==> src/rtl/alu_pkg.sv <==
// Shared ALU definitions: NZVC bit positions, opcode encodings and the commit entry type.
// Used by the commit stage, its buffer and the bench.
package alu_pkg;

  localparam int unsigned DATA_W = 8;

  localparam int unsigned N_BIT = 3;
  localparam int unsigned Z_BIT = 2;
  localparam int unsigned V_BIT = 1;
  localparam int unsigned C_BIT = 0;

  localparam logic [2:0] OP_ADD = 3'd0;
  localparam logic [2:0] OP_INC = 3'd1;
  localparam logic [2:0] OP_SUB = 3'd2;
  localparam logic [2:0] OP_DEC = 3'd3;
  localparam logic [2:0] OP_AND = 3'd4;
  localparam logic [2:0] OP_OR  = 3'd5;
  localparam logic [2:0] OP_XOR = 3'd6;
  localparam logic [2:0] OP_NOT = 3'd7;

  typedef struct packed {
    logic [DATA_W-1:0] result;
    logic [3:0]        nzvc;
    logic [2:0]        sel;
  } entry_t;

  // Logic ops never produce overflow or carry.
  function automatic logic is_logic_op(logic [2:0] sel);
    return sel >= OP_AND;
  endfunction

endpackage

==> src/rtl/alu_commit_stage_if.sv <==
// Handshake bundle between the ALU (producer), the commit stage and the writeback port.
// The stage uses the slave view; the driving environment uses the master view.
interface alu_commit_stage_if #(
  parameter int unsigned WIDTH = 8
);
  logic             in_valid;
  logic             in_ready;
  logic [WIDTH-1:0] in_result;
  logic [3:0]       in_nzvc;
  logic [2:0]       in_sel;
  logic             out_valid;
  logic             out_ready;
  logic [WIDTH-1:0] out_result;
  logic [3:0]       out_nzvc;
  logic [2:0]       out_sel;

  modport master (
    output in_valid, in_result, in_nzvc, in_sel, out_ready,
    input  in_ready, out_valid, out_result, out_nzvc, out_sel
  );

  modport slave (
    input  in_valid, in_result, in_nzvc, in_sel, out_ready,
    output in_ready, out_valid, out_result, out_nzvc, out_sel
  );
endinterface

==> src/rtl/alu_commit_fifo.sv <==
// In-order DEPTH-entry result buffer with wrapping pointers and an occupancy count.
// Storage is reset so the head fields read as zero out of reset.
module alu_commit_fifo
  import alu_pkg::*;
#(
  parameter int unsigned DEPTH = 2
) (
  input  logic   clk,
  input  logic   rst_n,
  input  logic   push,
  input  logic   pop,
  input  entry_t wdata,
  output entry_t rdata,
  output logic   full,
  output logic   empty
);
  localparam int unsigned PTR_W = $clog2(DEPTH);
  localparam int unsigned OCC_W = $clog2(DEPTH + 1);

  entry_t             mem_q [DEPTH];
  logic [PTR_W-1:0]   wptr_q, rptr_q;
  logic [OCC_W-1:0]   occ_q;
  logic               do_push, do_pop;

  assign full    = (occ_q == OCC_W'(DEPTH));
  assign empty   = (occ_q == '0);
  assign do_push = push & ~full;
  assign do_pop  = pop & ~empty;
  assign rdata   = mem_q[rptr_q];

  always_ff @(posedge clk or negedge rst_n) begin
    if (!rst_n) begin
      for (int i = 0; i < int'(DEPTH); i++) begin
        mem_q[i] <= '0;
      end
      wptr_q <= '0;
      rptr_q <= '0;
      occ_q  <= '0;
    end else begin
      if (do_push) begin
        mem_q[wptr_q] <= wdata;
        wptr_q        <= wptr_q + PTR_W'(1);
      end
      if (do_pop) begin
        rptr_q <= rptr_q + PTR_W'(1);
      end
      unique case ({do_push, do_pop})
        2'b10:   occ_q <= occ_q + OCC_W'(1);
        2'b01:   occ_q <= occ_q - OCC_W'(1);
        default: occ_q <= occ_q;
      endcase
    end
  end

endmodule

==> src/rtl/alu_commit_stage.sv <==
// Commit stage after the ALU: buffers results, presents them to writeback in order and
// tracks CCR, sticky V/C, a commit counter and a sticky flag-consistency error.
module alu_commit_stage
  import alu_pkg::*;
#(
  parameter int unsigned WIDTH = 8,
  parameter int unsigned DEPTH = 2,
  parameter int unsigned CNT_W = 16
) (
  input  logic                clk,
  input  logic                rst_n,
  alu_commit_stage_if.slave   bus,
  input  logic                clr_sticky,
  output logic [3:0]          ccr,
  output logic                sticky_v,
  output logic                sticky_c,
  output logic                flag_err,
  output logic [CNT_W-1:0]    commit_cnt
);
  entry_t           wdata, head;
  logic             full, empty;
  logic             push, pop;
  logic             ready_q;
  logic             chk_err;
  logic [3:0]       ccr_q, ccr_d;
  logic             sticky_v_q, sticky_v_d;
  logic             sticky_c_q, sticky_c_d;
  logic             flag_err_q, flag_err_d;
  logic [CNT_W-1:0] cnt_q, cnt_d;

  // ready_q holds in_ready low while in reset and through the release cycle.
  assign bus.in_ready  = ready_q & ~full;
  assign bus.out_valid = ~empty;
  assign push          = bus.in_valid & bus.in_ready;
  assign pop           = bus.out_valid & bus.out_ready;

  assign wdata.result = bus.in_result;
  assign wdata.nzvc   = bus.in_nzvc;
  assign wdata.sel    = bus.in_sel;

  assign bus.out_result = head.result;
  assign bus.out_nzvc   = head.nzvc;
  assign bus.out_sel    = head.sel;

  alu_commit_fifo #(
    .DEPTH (DEPTH)
  ) u_fifo (
    .clk   (clk),
    .rst_n (rst_n),
    .push  (push),
    .pop   (pop),
    .wdata (wdata),
    .rdata (head),
    .full  (full),
    .empty (empty)
  );

  assign chk_err = (bus.in_nzvc[Z_BIT] != (bus.in_result == '0))
                 | (bus.in_nzvc[N_BIT] != bus.in_result[WIDTH-1])
                 | (is_logic_op(bus.in_sel) & (bus.in_nzvc[V_BIT] | bus.in_nzvc[C_BIT]));

  // A clear wipes the old sticky state first, then this cycle's events are ORed in.
  always_comb begin
    ccr_d      = ccr_q;
    cnt_d      = cnt_q;
    sticky_v_d = clr_sticky ? 1'b0 : sticky_v_q;
    sticky_c_d = clr_sticky ? 1'b0 : sticky_c_q;
    flag_err_d = (clr_sticky ? 1'b0 : flag_err_q) | (push & chk_err);
    if (pop) begin
      ccr_d      = head.nzvc;
      cnt_d      = cnt_q + CNT_W'(1);
      sticky_v_d = sticky_v_d | head.nzvc[V_BIT];
      sticky_c_d = sticky_c_d | head.nzvc[C_BIT];
    end
  end

  always_ff @(posedge clk or negedge rst_n) begin
    if (!rst_n) begin
      ready_q    <= 1'b0;
      ccr_q      <= '0;
      cnt_q      <= '0;
      sticky_v_q <= 1'b0;
      sticky_c_q <= 1'b0;
      flag_err_q <= 1'b0;
    end else begin
      ready_q    <= 1'b1;
      ccr_q      <= ccr_d;
      cnt_q      <= cnt_d;
      sticky_v_q <= sticky_v_d;
      sticky_c_q <= sticky_c_d;
      flag_err_q <= flag_err_d;
    end
  end

  assign ccr        = ccr_q;
  assign sticky_v   = sticky_v_q;
  assign sticky_c   = sticky_c_q;
  assign flag_err   = flag_err_q;
  assign commit_cnt = cnt_q;

endmodule

==> src/flat_wrapper.sv <==
// flat-port wrapper written by rule: the top's interface ports become plain ports
module alu_commit_stage_flat import alu_pkg::*;
#(
  parameter int unsigned WIDTH = 8,
  parameter int unsigned DEPTH = 2,
  parameter int unsigned CNT_W = 16
)
  (clk, rst_n, clr_sticky, ccr, sticky_v, sticky_c, flag_err, commit_cnt, bus_in_valid, bus_in_result, bus_in_nzvc, bus_in_sel, bus_out_ready, bus_in_ready, bus_out_valid, bus_out_result, bus_out_nzvc, bus_out_sel);
  alu_commit_stage_if #(.WIDTH(WIDTH)) bus_i ();
  input  logic clk;
  input  logic rst_n;
  input  logic clr_sticky;
  output logic [3:0] ccr;
  output logic sticky_v;
  output logic sticky_c;
  output logic flag_err;
  output logic [CNT_W-1:0] commit_cnt;
  input wire logic [$bits(bus_i.in_valid)-1:0] bus_in_valid;
  input wire logic [$bits(bus_i.in_result)-1:0] bus_in_result;
  input wire logic [$bits(bus_i.in_nzvc)-1:0] bus_in_nzvc;
  input wire logic [$bits(bus_i.in_sel)-1:0] bus_in_sel;
  input wire logic [$bits(bus_i.out_ready)-1:0] bus_out_ready;
  output wire logic [$bits(bus_i.in_ready)-1:0] bus_in_ready;
  output wire logic [$bits(bus_i.out_valid)-1:0] bus_out_valid;
  output wire logic [$bits(bus_i.out_result)-1:0] bus_out_result;
  output wire logic [$bits(bus_i.out_nzvc)-1:0] bus_out_nzvc;
  output wire logic [$bits(bus_i.out_sel)-1:0] bus_out_sel;
  assign bus_i.in_valid = bus_in_valid;
  assign bus_i.in_result = bus_in_result;
  assign bus_i.in_nzvc = bus_in_nzvc;
  assign bus_i.in_sel = bus_in_sel;
  assign bus_i.out_ready = bus_out_ready;
  assign bus_in_ready = bus_i.in_ready;
  assign bus_out_valid = bus_i.out_valid;
  assign bus_out_result = bus_i.out_result;
  assign bus_out_nzvc = bus_i.out_nzvc;
  assign bus_out_sel = bus_i.out_sel;
  alu_commit_stage #(.WIDTH(WIDTH), .DEPTH(DEPTH), .CNT_W(CNT_W)) u_core (.clk(clk), .rst_n(rst_n), .bus(bus_i), .clr_sticky(clr_sticky), .ccr(ccr), .sticky_v(sticky_v), .sticky_c(sticky_c), .flag_err(flag_err), .commit_cnt(commit_cnt));
endmodule
==> config.mk <==
export PLATFORM = sky130hd
export DESIGN_NAME = alu_commit_stage_flat
export DESIGN_NICKNAME = d
export VERILOG_FILES = /design/src/rtl/alu_pkg.sv /design/src/rtl/alu_commit_stage_if.sv /design/src/rtl/alu_commit_fifo.sv /design/src/rtl/alu_commit_stage.sv /design/src/flat_wrapper.sv
export SDC_FILE = /design/constraint.sdc
export NUM_CORES = 1
export LEC_CHECK = 0
export ABC_AREA = 1
export BUFFER_PORTS_ARGS = -buffer_cell sky130_fd_sc_hd__buf_4
export CORE_MARGIN = 2
export CORE_UTILIZATION = 46
export CTS_CLUSTER_SIZE = 24
export DETAILED_ROUTE_END_ITERATION = 6
export GPL_TIMING_DRIVEN = 0
export PLACE_DENSITY = 0.77
export RECOVER_POWER = 50
export SLEW_MARGIN = 20
export SYNTH_ARGS = -nofsm -noshare
export SYNTH_HDL_FRONTEND = slang
export SYNTH_HIERARCHICAL = 1
export SYNTH_SLANG_ARGS = --single-unit
==> constraint.sdc <==
create_clock -name clk -period 2.1 [get_ports clk]
set_input_delay 0.42 -clock clk [delete_from_list [all_inputs] [get_ports clk]]
set_output_delay 0.42 -clock clk [all_outputs]
set_load 0.02 [all_outputs]
Word level (Yosys, flattened, before mapping)
Index checks and enable logic that the tools add are counted.

Add/subtract/negate cells: 5. Multipliers: 0. Divide/modulo/power cells: 0. Order comparisons: 4. Equality and inequality tests: 5. Shift operators: 0. Mux-type cells: 12. Bitwise gates (word level): 17. Reductions and logical operators: 4.

Operators with widths (count): 15-bit two-way mux (4); 30-bit bitwise mux (1); 16-bit by 1-bit adder with 16-bit output (second input constant) (1); 15-bit demux with 1-bit select (1); 8-bit logical NOT (1); 1-bit AND (7); 1-bit OR (6); 1-bit two-way mux (5); 2-bit == test (second input constant) (2); 2-bit greater-or-equal comparator (second input constant) (2); 1-bit NOT with 2-bit output (2); 2-bit one-hot mux with 2 select lines (1); 3-bit greater-or-equal comparator (second input constant) (1); 1-bit adder (second input constant) (2); 2-bit by 1-bit adder with 2-bit output (second input constant) (1); 2-bit by 1-bit == test with 1-bit output (second input constant) (1); 2-bit logical NOT (1); 2-bit by 1-bit less-than comparator with 1-bit output (second input constant) (1); 1-bit != test (2); 1-bit NOT (2); 2-bit nonzero test (1); 2-bit by 1-bit subtractor with 2-bit output (second input constant) (1); 1-bit logical AND (1).

Flip-flop bits (word level): 58. Latch bits: 0. RAM bits: 0. Memory bits (read-only): 0. Input port bits: 20. Output and inout bits: 40. Word-level logic and storage cells: 62. Memories kept: 0.

Longest topological paths before layout
Gate-level depths: netlist of run 1.

Depth in word-level cells: 7. Mapped depth: 13.

Cells and area by module
Netlist of run 1, hierarchy kept.

By module, submodules not included: alu_commit_fifo (times used 1, cells an instance 212, area each 1706.6 µm²); alu_commit_stage (times used 1, cells an instance 132, area each 1174.9 µm²).

Worst setup path after synthesis of run 1
OpenSTA, ideal clock, no wires.

Kind: register -> register. Start: register u_core.u_fifo.occ_q[1]. End: register u_core.u_fifo.occ_q[1]. Library setup time: 0.117 ns. Arrival: 1.802 ns. Required time: 1.983 ns. Path slack: 0.181 ns. Stages on the path, launching flop included: 12. Buffers on the path: 2. Clock period less this slack: 1.919 ns. Cells stage by stage: dfrtp_1 > nand2_8 > buf_4 > inv_1 > nor3b_1 > buf_2 > nand2_1 > ha_1 > inv_1 > nand3_1 > nand2_1 > nand2_1.

Word-level cells in the longest chain between the ends: 7.

Ends and longest elaborated chain: start, declared (RTL line alu_commit_fifo.sv:22) `logic [OCC_W-1:0] occ_q;`; start signal, assigned (RTL line alu_commit_fifo.sv:48) `2'b10: occ_q <= occ_q + OCC_W'(1);`; start signal, assigned (RTL line alu_commit_fifo.sv:49) `2'b01: occ_q <= occ_q - OCC_W'(1);`; start signal, assigned (RTL line alu_commit_fifo.sv:50) `default: occ_q <= occ_q;`; 2-bit == test * (RTL line alu_commit_fifo.sv:25) `assign full = (occ_q == OCC_W'(DEPTH));`; net u_core.full (RTL line alu_commit_stage.sv:21) `logic full, empty;`; 1-bit NOT * (RTL line alu_commit_stage.sv:32) `assign bus.in_ready = ready_q & ~full;`; 1-bit AND * (RTL line alu_commit_stage.sv:32); 1-bit AND * (RTL line alu_commit_stage.sv:34) `assign push = bus.in_valid & bus.in_ready;`; net u_core.push (RTL line alu_commit_stage.sv:22) `logic push, pop;`; 1-bit AND * (RTL line alu_commit_fifo.sv:27) `assign do_push = push & ~full;`; 2-bit by 1-bit == test with 1-bit output / 2-bit == test (equally long branches) (RTL line alu_commit_fifo.sv:47) `unique case ({do_push, do_pop})`; 2-bit one-hot mux with 2 select lines / 2-bit nonzero test (equally long branches).

The timed path passes the listed nets; every way through them passes the cells marked *. A chain may end at the register's enable or synchronous reset.

Worst setup path after layout of run 1
Same ends and word-level chain as after synthesis.

==> flow_summary_export.csv, run 1 <==
group,metric,value,unit
pwr,power.leakage,1.961,nW
synthesis,yosysSeqAreaShare,50.37,%
timing,period_share,94.64,%
global_routing,antenna_found_initial,0,
timing,setup_viol,0,
timing,fin_setup_tns,0,ns
layout,final_nets,438,
setup_path,startpoint_type,"flop",
detailed_routing,drt_wl_total,6.828,mm
cts,path_clk_slew,0.08,ns
detailed_routing,vias,2510,
die,rows,28,
cts,ctsHoldBuffers,0,
timing,fin_crit,1.987,ns
cts,clk_root_buffer_cell,"clkbuf_8",
synthesis,synth_area,2882,µm²
die,die_h,83.15,µm
synthesis,synth-seq-cells,58,
worst_hold_path,min-delay-start,"clr_sticky",
detailed_routing,drt.antenna.violating_nets,0,
synthesis,postSynthNetCount,366,
synthesis,synth_compound_area_share,0.4342,%
synthesis,muxShareOfSynthArea,0,%
layout,layout-drive-gt1-share,23.52,%
pwr,power_density,1424,nW/µm²
synthesis,synthDistinctLibCells,28,
die,ios,60,
timing,worst_pin_slew,1.430,ns
die,die_area,6913,µm²
placement,gp_congestion,0.9082,
detailed_routing,drt_iter0_markers,121,
timing,fin_worst_skew,0.01122,ns
setup_path,worstSetupStartpoint,"u_core/u_fifo/occ_q[1]",
layout,antenna_cells,0,
synthesis,syn_inst,344,
die,die_w,83.15,µm
detailed_routing,drc,0,
detailed_routing,vias_per_cell,5.060,
setup_path,cp-end-kind,"flop",
global_routing,grt_usage,20.93,%
timing,fmax,0.5032,GHz
cts,cts_tree,"done",
pwr,peakVddDrop,757.4,µV
timing,slew_headroom,4.692,%
setup_path,crit_arrival,2.21,ns
cts,cts_buffers,9,
outcome,status,"complete, no violations",
synthesis,synth_top_cell_by_area,"dfrtp_1",
global_routing,grt_max_degree,59,
global_routing,grt_pass1_wl,11.65,mm
global_routing,overflow,0,
worst_hold_path,min_to,"u_core/sticky_c",
worst_hold_path,holdPathStages,4,
layout,fill_cells,555,
placement,dp_hpwl,4.872,mm
synthesis,synthAdderAreaFrac,0.8684,%
setup_path,r2r-start,"u_core/u_fifo/occ_q[1]",
run,maxCapViolations,0,
detailed_routing,wl_per_cell,13.77,µm
synthesis,synth_xor_area_share,4.255,%
timing,hold_viol,0,
synthesis,syn_avg_cell_area,8.376,µm²
setup_path,crit_type,"reg -> reg",
setup_path,reg2reg_setup_slack,0.11,ns
layout,finish.utilization,59.86,%
setup_path,required,2.32,ns
synthesis,yosys-top-cells-area,"dfrtp_1 50%, nand2_1 21%, nand4_1 6.9%",
synthesis,yosys.area_share.simple,37.39,%
layout,synthToLayoutAreaGrowth,24.45,%
timing,whs,0.3409,ns
timing,rsz0062_at_grt,"false",
synthesis,yosysTopAreaCellShare,50.37,%
timing,drv_slew,0,
setup_path,reg2reg_depth,11,
cts,worstSkewPairLatency,0.34,ns
die,start_util,48.10,%
global_routing,first_global_vias,2527,
synthesis,synth_top_family_by_area,"simple AND/OR/NAND/NOR gates",
setup_path,crit_fanout,10,
synthesis,yosysWarnings,6,
cts,cts.sinks,58,
worst_hold_path,hold_path.class,"in -> reg",
die,core_area,5991,µm²
setup_path,reg2reg_to,"u_core/u_fifo/occ_q[1]",
placement,port_buffers,59,
cts,htree_levels,3,
detailed_routing,drt_first_pass_iters,4,
cts,clock_path_buffers,2,
==> layout by cell type, fill, tap and decap left out, types with 4 or more instances in the layout <==
| cell type | n |
|---|---|
| inv_2 | 5 |
| nand2_1 | 162 |
| buf_6 | 4 |
| clkbuf_1 | 12 |
| nand4_1 | 32 |
| xnor2_1 | 5 |
| nand3_1 | 7 |
| xor2_1 | 9 |
| nor2_1 | 13 |
| inv_1 | 17 |
| buf_4 | 53 |
| clkbuf_8 | 10 |
| buf_2 | 6 |
| dfrtp_1 | 58 |
==> worst max-delay path, cell delays in order (launching register included) <==
cell and delay, ns:
dfrtp_1 0.46, nand2_8 0.14, buf_6 0.15, inv_1 0.07
nor3b_2 0.23, buf_4 0.17, nand2_1 0.12, ha_4 0.28
inv_1 0.07, nand3_1 0.08, nand2_1 0.07, nand2_1 0.05
==> cell type report <==
cell class | count | area, µm² | area share, %
sequential | 58 | 1451 | 40.47
tap | 75 | 93.84 | 2.617
clock inverter | 6 | 41.29 | 1.151
multi-input combinational | 249 | 1256 | 35.03
inverter | 22 | 82.58 | 2.303
buffer | 15 | 112.6 | 3.140
clock buffer | 10 | 137.6 | 3.838
timing repair buffer | 61 | 410.4 | 11.44
==> state kept, by name (all words and copies together) (netlist names) <==
signal and cells:
u_core/u_fifo/mem_q 30, u_core/commit_cnt 16, u_core/ccr 4, u_core/u_fifo/occ_q 2, u_core/flag_err 1, u_core/ready_q 1, u_core/sticky_c 1, u_core/sticky_v 1
u_core/u_fifo/rptr_q 1, u_core/u_fifo/wptr_q 1
==> through the flow <==
step | total power [mW] | instances | cell area, µm² | setup slack (ns)
6_report | 5.107 | 496 | 3586 | 0.1126
5_1_grt | 5.491 | 496 | 3586 | 0.01527
3_3_place_gp | 4.144 | 478 | 3418 | -0.07932
2_1_floorplan | 3.331 | 344 | 2882 | 0.1809
4_1_cts | 5.166 | 495 | 3613 | 0.03751
3_5_place_dp | 4.223 | 478 | 3418 | -0.1468
==> worst max-delay path by stage <==
stage / to / cells past startpoint / slack [ns]
6_report: u_core/u_fifo/occ_q[1] / 11 / 0.11
5_1_grt: u_core/u_fifo/occ_q[1] / 11 / 0.02
4_1_cts: bus_out_nzvc[2] / 6 / 0.04
3_5_place_dp: u_core/u_fifo/occ_q[1] / 11 / -0.15
3_3_place_gp: u_core/u_fifo/occ_q[1] / 11 / -0.08
2_1_floorplan: u_core/u_fifo/occ_q[1] / 11 / 0.18
==> Yosys cell counts <==
cell type  count
dfrtp_1       58
nor2_2         2
o21a_1         1
nor3_2         1
nor2_1        13
o21ai_0        1
nand3b_4       1
nand2_1      161
nor3_4         1
nand3_4        2
nor2_4         2
buf_2          7
nand4_1       32
xor2_1         9
buf_6          3
inv_1         17
conb_1         1
inv_2          5
nor3_1         1
ha_1           2
nand2_2        2
buf_4          5
nand3b_1       2
nand4_2        1
nand2_8        1
nor3b_1        1
xnor2_1        5
nand3_1        7
==> timing repair <==
item                       in CTS  in global routing
resized for setup               3                  3
setup endpoints to repair       2                  8
hold endpoints to repair        0                  0
pin swaps                       0                  1
setup buffers                   1                  1
==> power by group <==
part	total (mW)	internal [mW]	switching, mW
Combinational	2.37	0.892	1.48
Sequential	1.81	1.53	0.286
Clock	0.923	0.459	0.464
Total	5.11	2.88	2.23
==> cell families (layout without fill, tap and decap cells) <==
group | count (synthesis) | after routing
AND/OR/NAND/NOR | 230 | 230
flip-flops | 58 | 58
buffers and inverters | 37 | 114
XOR/XNOR | 14 | 14
adder cells (fa/ha/maj) | 2 | 2
AO/OA/AOI/OAI | 2 | 2
other | 1 | 1
==> routing by layer <==
metal	up-vias	part of all wire, %	GRT usage, %
li1	1241	-	-
met1	1177	44	27.35
met2	84	48	33.28
met3	8	6.3	5.268
met4	0	1.6	8.644
met5	-	0	0
No activity file was read; power rests on OpenSTA's default activity.
==> inputs of run 2 (changes only) <==
==> constraint.sdc (replaced) <==
create_clock -name clk -period 2.1 [get_ports clk]
set_input_delay 0.315 -clock clk [delete_from_list [all_inputs] [get_ports clk]]
set_output_delay 0.315 -clock clk [all_outputs]
set_load 0.02 [all_outputs]
==> flow_summary_export.csv, run 2 (synthesized netlist as in run 1, its figures left out) <==
group,metric,value,unit
outcome,status,"complete, no violations",
placement,port_buffers,59,
global_routing,busiest_layer,"met2",
cts,worstSkewPairLatency,0.34,ns
timing,setup_viol,0,
timing,worst_slack,0.1374,ns
global_routing,grt_max_degree,59,
placement,place_area,3418,µm²
layout,synthToLayoutAreaGrowth,23.66,%
setup_path,reg2reg_to,"u_core/u_fifo/occ_q[1]",
timing,hold_viol,0,
detailed_routing,vias,2522,
setup_path,worstSetupStartpoint,"u_core/u_fifo/occ_q[0]",
layout,final_cell_mix,"161 x nand2_1, 57 x dfrtp_1, 46 x buf_4",
layout,final_nets,438,
timing,fmax,0.5095,GHz
die,start_util,48.10,%
worst_hold_path,holdPathStages,4,
timing,drv_slew,0,
cts,htree_levels,3,
layout,layout-drive-gt1-share,22.33,%
timing,fin_crit,1.963,ns
setup_path,crit_fanout,10,
global_routing,gr-usage-met2,33.28,%
layout,design_area,3563,µm²
layout,antenna_cells,0,
setup_path,r2r-start,"u_core/u_fifo/occ_q[0]",
setup_path,required,2.32,ns
detailed_routing,vias_per_cell,5.085,
cts,cts.sinks,58,
layout,final_common_cell,"nand2_1",
setup_path,startpoint_type,"flop",
timing,period_share,93.46,%
die,die_area,6913,µm²
pwr,power_density,1433,nW/µm²
die,rows,28,
cts,path_clk_slew,0.08,ns
cts,cts_tree,"done",
global_routing,use_met1,27.35,%
cts,ctsHoldBuffers,0,
worst_hold_path,min-delay-start,"clr_sticky",
cts,clk_root_buffer_cell,"clkbuf_8",
pwr,peakVddDrop,757.1,µV
placement,dp_hpwl,4.872,mm
layout,registers.top_by_ff_count,"u_core/u_fifo/mem_q",
setup_path,crit_type,"reg -> reg",
global_routing,use_met3,5.268,%
timing,rsz0062_at_grt,"false",
timing,whs,0.2352,ns
pwr,p_total,5.105,mW
detailed_routing,drt.antenna.violating_nets,0,
setup_path,cp-end-kind,"flop",
die,die_w,83.15,µm
die,die_h,83.15,µm
global_routing,antenna_found_initial,0,
global_routing,grt_usage,20.93,%
setup_path,reg2reg_setup_slack,0.14,ns
layout,fill_cells,559,
layout,largest_reg_flops,30,
detailed_routing,drt_wl_total,6.845,mm
global_routing,overflow,0,
placement,place_ws,-0.1468,ns
cts,clock_path_buffers,2,
timing,fin_worst_skew,0.01132,ns
setup_path,crit_arrival,2.19,ns
layout,seq_area,1453,µm²
pwr,power.leakage,1.931,nW
die,core_area,5991,µm²
detailed_routing,wl_per_cell,13.80,µm
timing,slew_headroom,5.427,%
timing,worst_pin_slew,1.419,ns
run,maxCapViolations,0,
global_routing,grt_pass1_wl,11.65,mm
detailed_routing,drc,0,
detailed_routing,drt_first_pass_iters,4,
cts,cts_buffers,9,
worst_hold_path,hold_path.class,"in -> reg",
detailed_routing,drt_iter0_markers,91,
layout,multiInputGateArea,1259,µm²
global_routing,first_global_vias,2527,
setup_path,reg2reg_depth,12,
die,ios,60,
placement,gp_congestion,0.9082,
worst_hold_path,min_to,"u_core/sticky_c",
==> run 2: worst max-delay path by stage <==
stage / to / cells after the start
6_report: u_core/u_fifo/occ_q[1] / 12
4_1_cts: u_core/u_fifo/occ_q[1] / 12
3_5_place_dp: u_core/u_fifo/occ_q[1] / 11
2_1_floorplan: u_core/u_fifo/occ_q[1] / 11
3_3_place_gp: u_core/u_fifo/occ_q[1] / 11
5_1_grt: u_core/u_fifo/occ_q[1] / 12
==> run 2: layout make-up <==
cell class	count	area share (%)
Clock inverter	6	1.159
Timing Repair Buffer	61	10.78
Sequential cell	58	40.77
Inverter	22	2.317
Clock buffer	10	3.862
Multi-Input combinational cell	249	35.32
Buffer	15	3.160
Tap cell	75	2.633
==> run 2: routing by layer <==
metal  up-vias  part of all wire, %
met5         -                    0
met4         0                  1.6
met3         8                  6.6
met2        86                   48
met1      1190                   44
li1       1238                    -
==> run 2: report_power, final <==
group,internal (mW),switching (mW),total (mW),leakage [nW]
clock,0.459,0.466,0.925,0.0847
sequential,1.53,0.284,1.81,0.735
combinational,0.885,1.48,2.37,1.11
==> run 2: critical path, cell delays in order (launching register included) <==
cell     delay, ns
dfrtp_1       0.39
inv_2         0.09
nand2_8       0.10
buf_6         0.15
inv_1         0.07
nor3b_2       0.23
buf_4         0.17
nand2_1       0.12
ha_4          0.27
inv_1         0.07
nand3_1       0.08
nand2_1       0.07
nand2_1       0.05
==> run 2: repair_timing <==
| action | CTS | global route |
|---|---|---|
| setup buffers | 1 | 1 |
| resized for setup | 3 | 2 |
| endpoints found under the setup margin | 2 | 1 |
| pin swaps | 0 | 1 |
==> run 2: per-stage QoR <==
step | TNS (ns) | utilization [%] | instances
floorplan | 0 | - | 344
global placement | -0.07932 | 57.06 | 478
detailed placement | -0.1487 | 57.06 | 478
CTS | 0 | 60.32 | 495
global route | 0 | 59.48 | 496
finish | 0 | 59.48 | 496
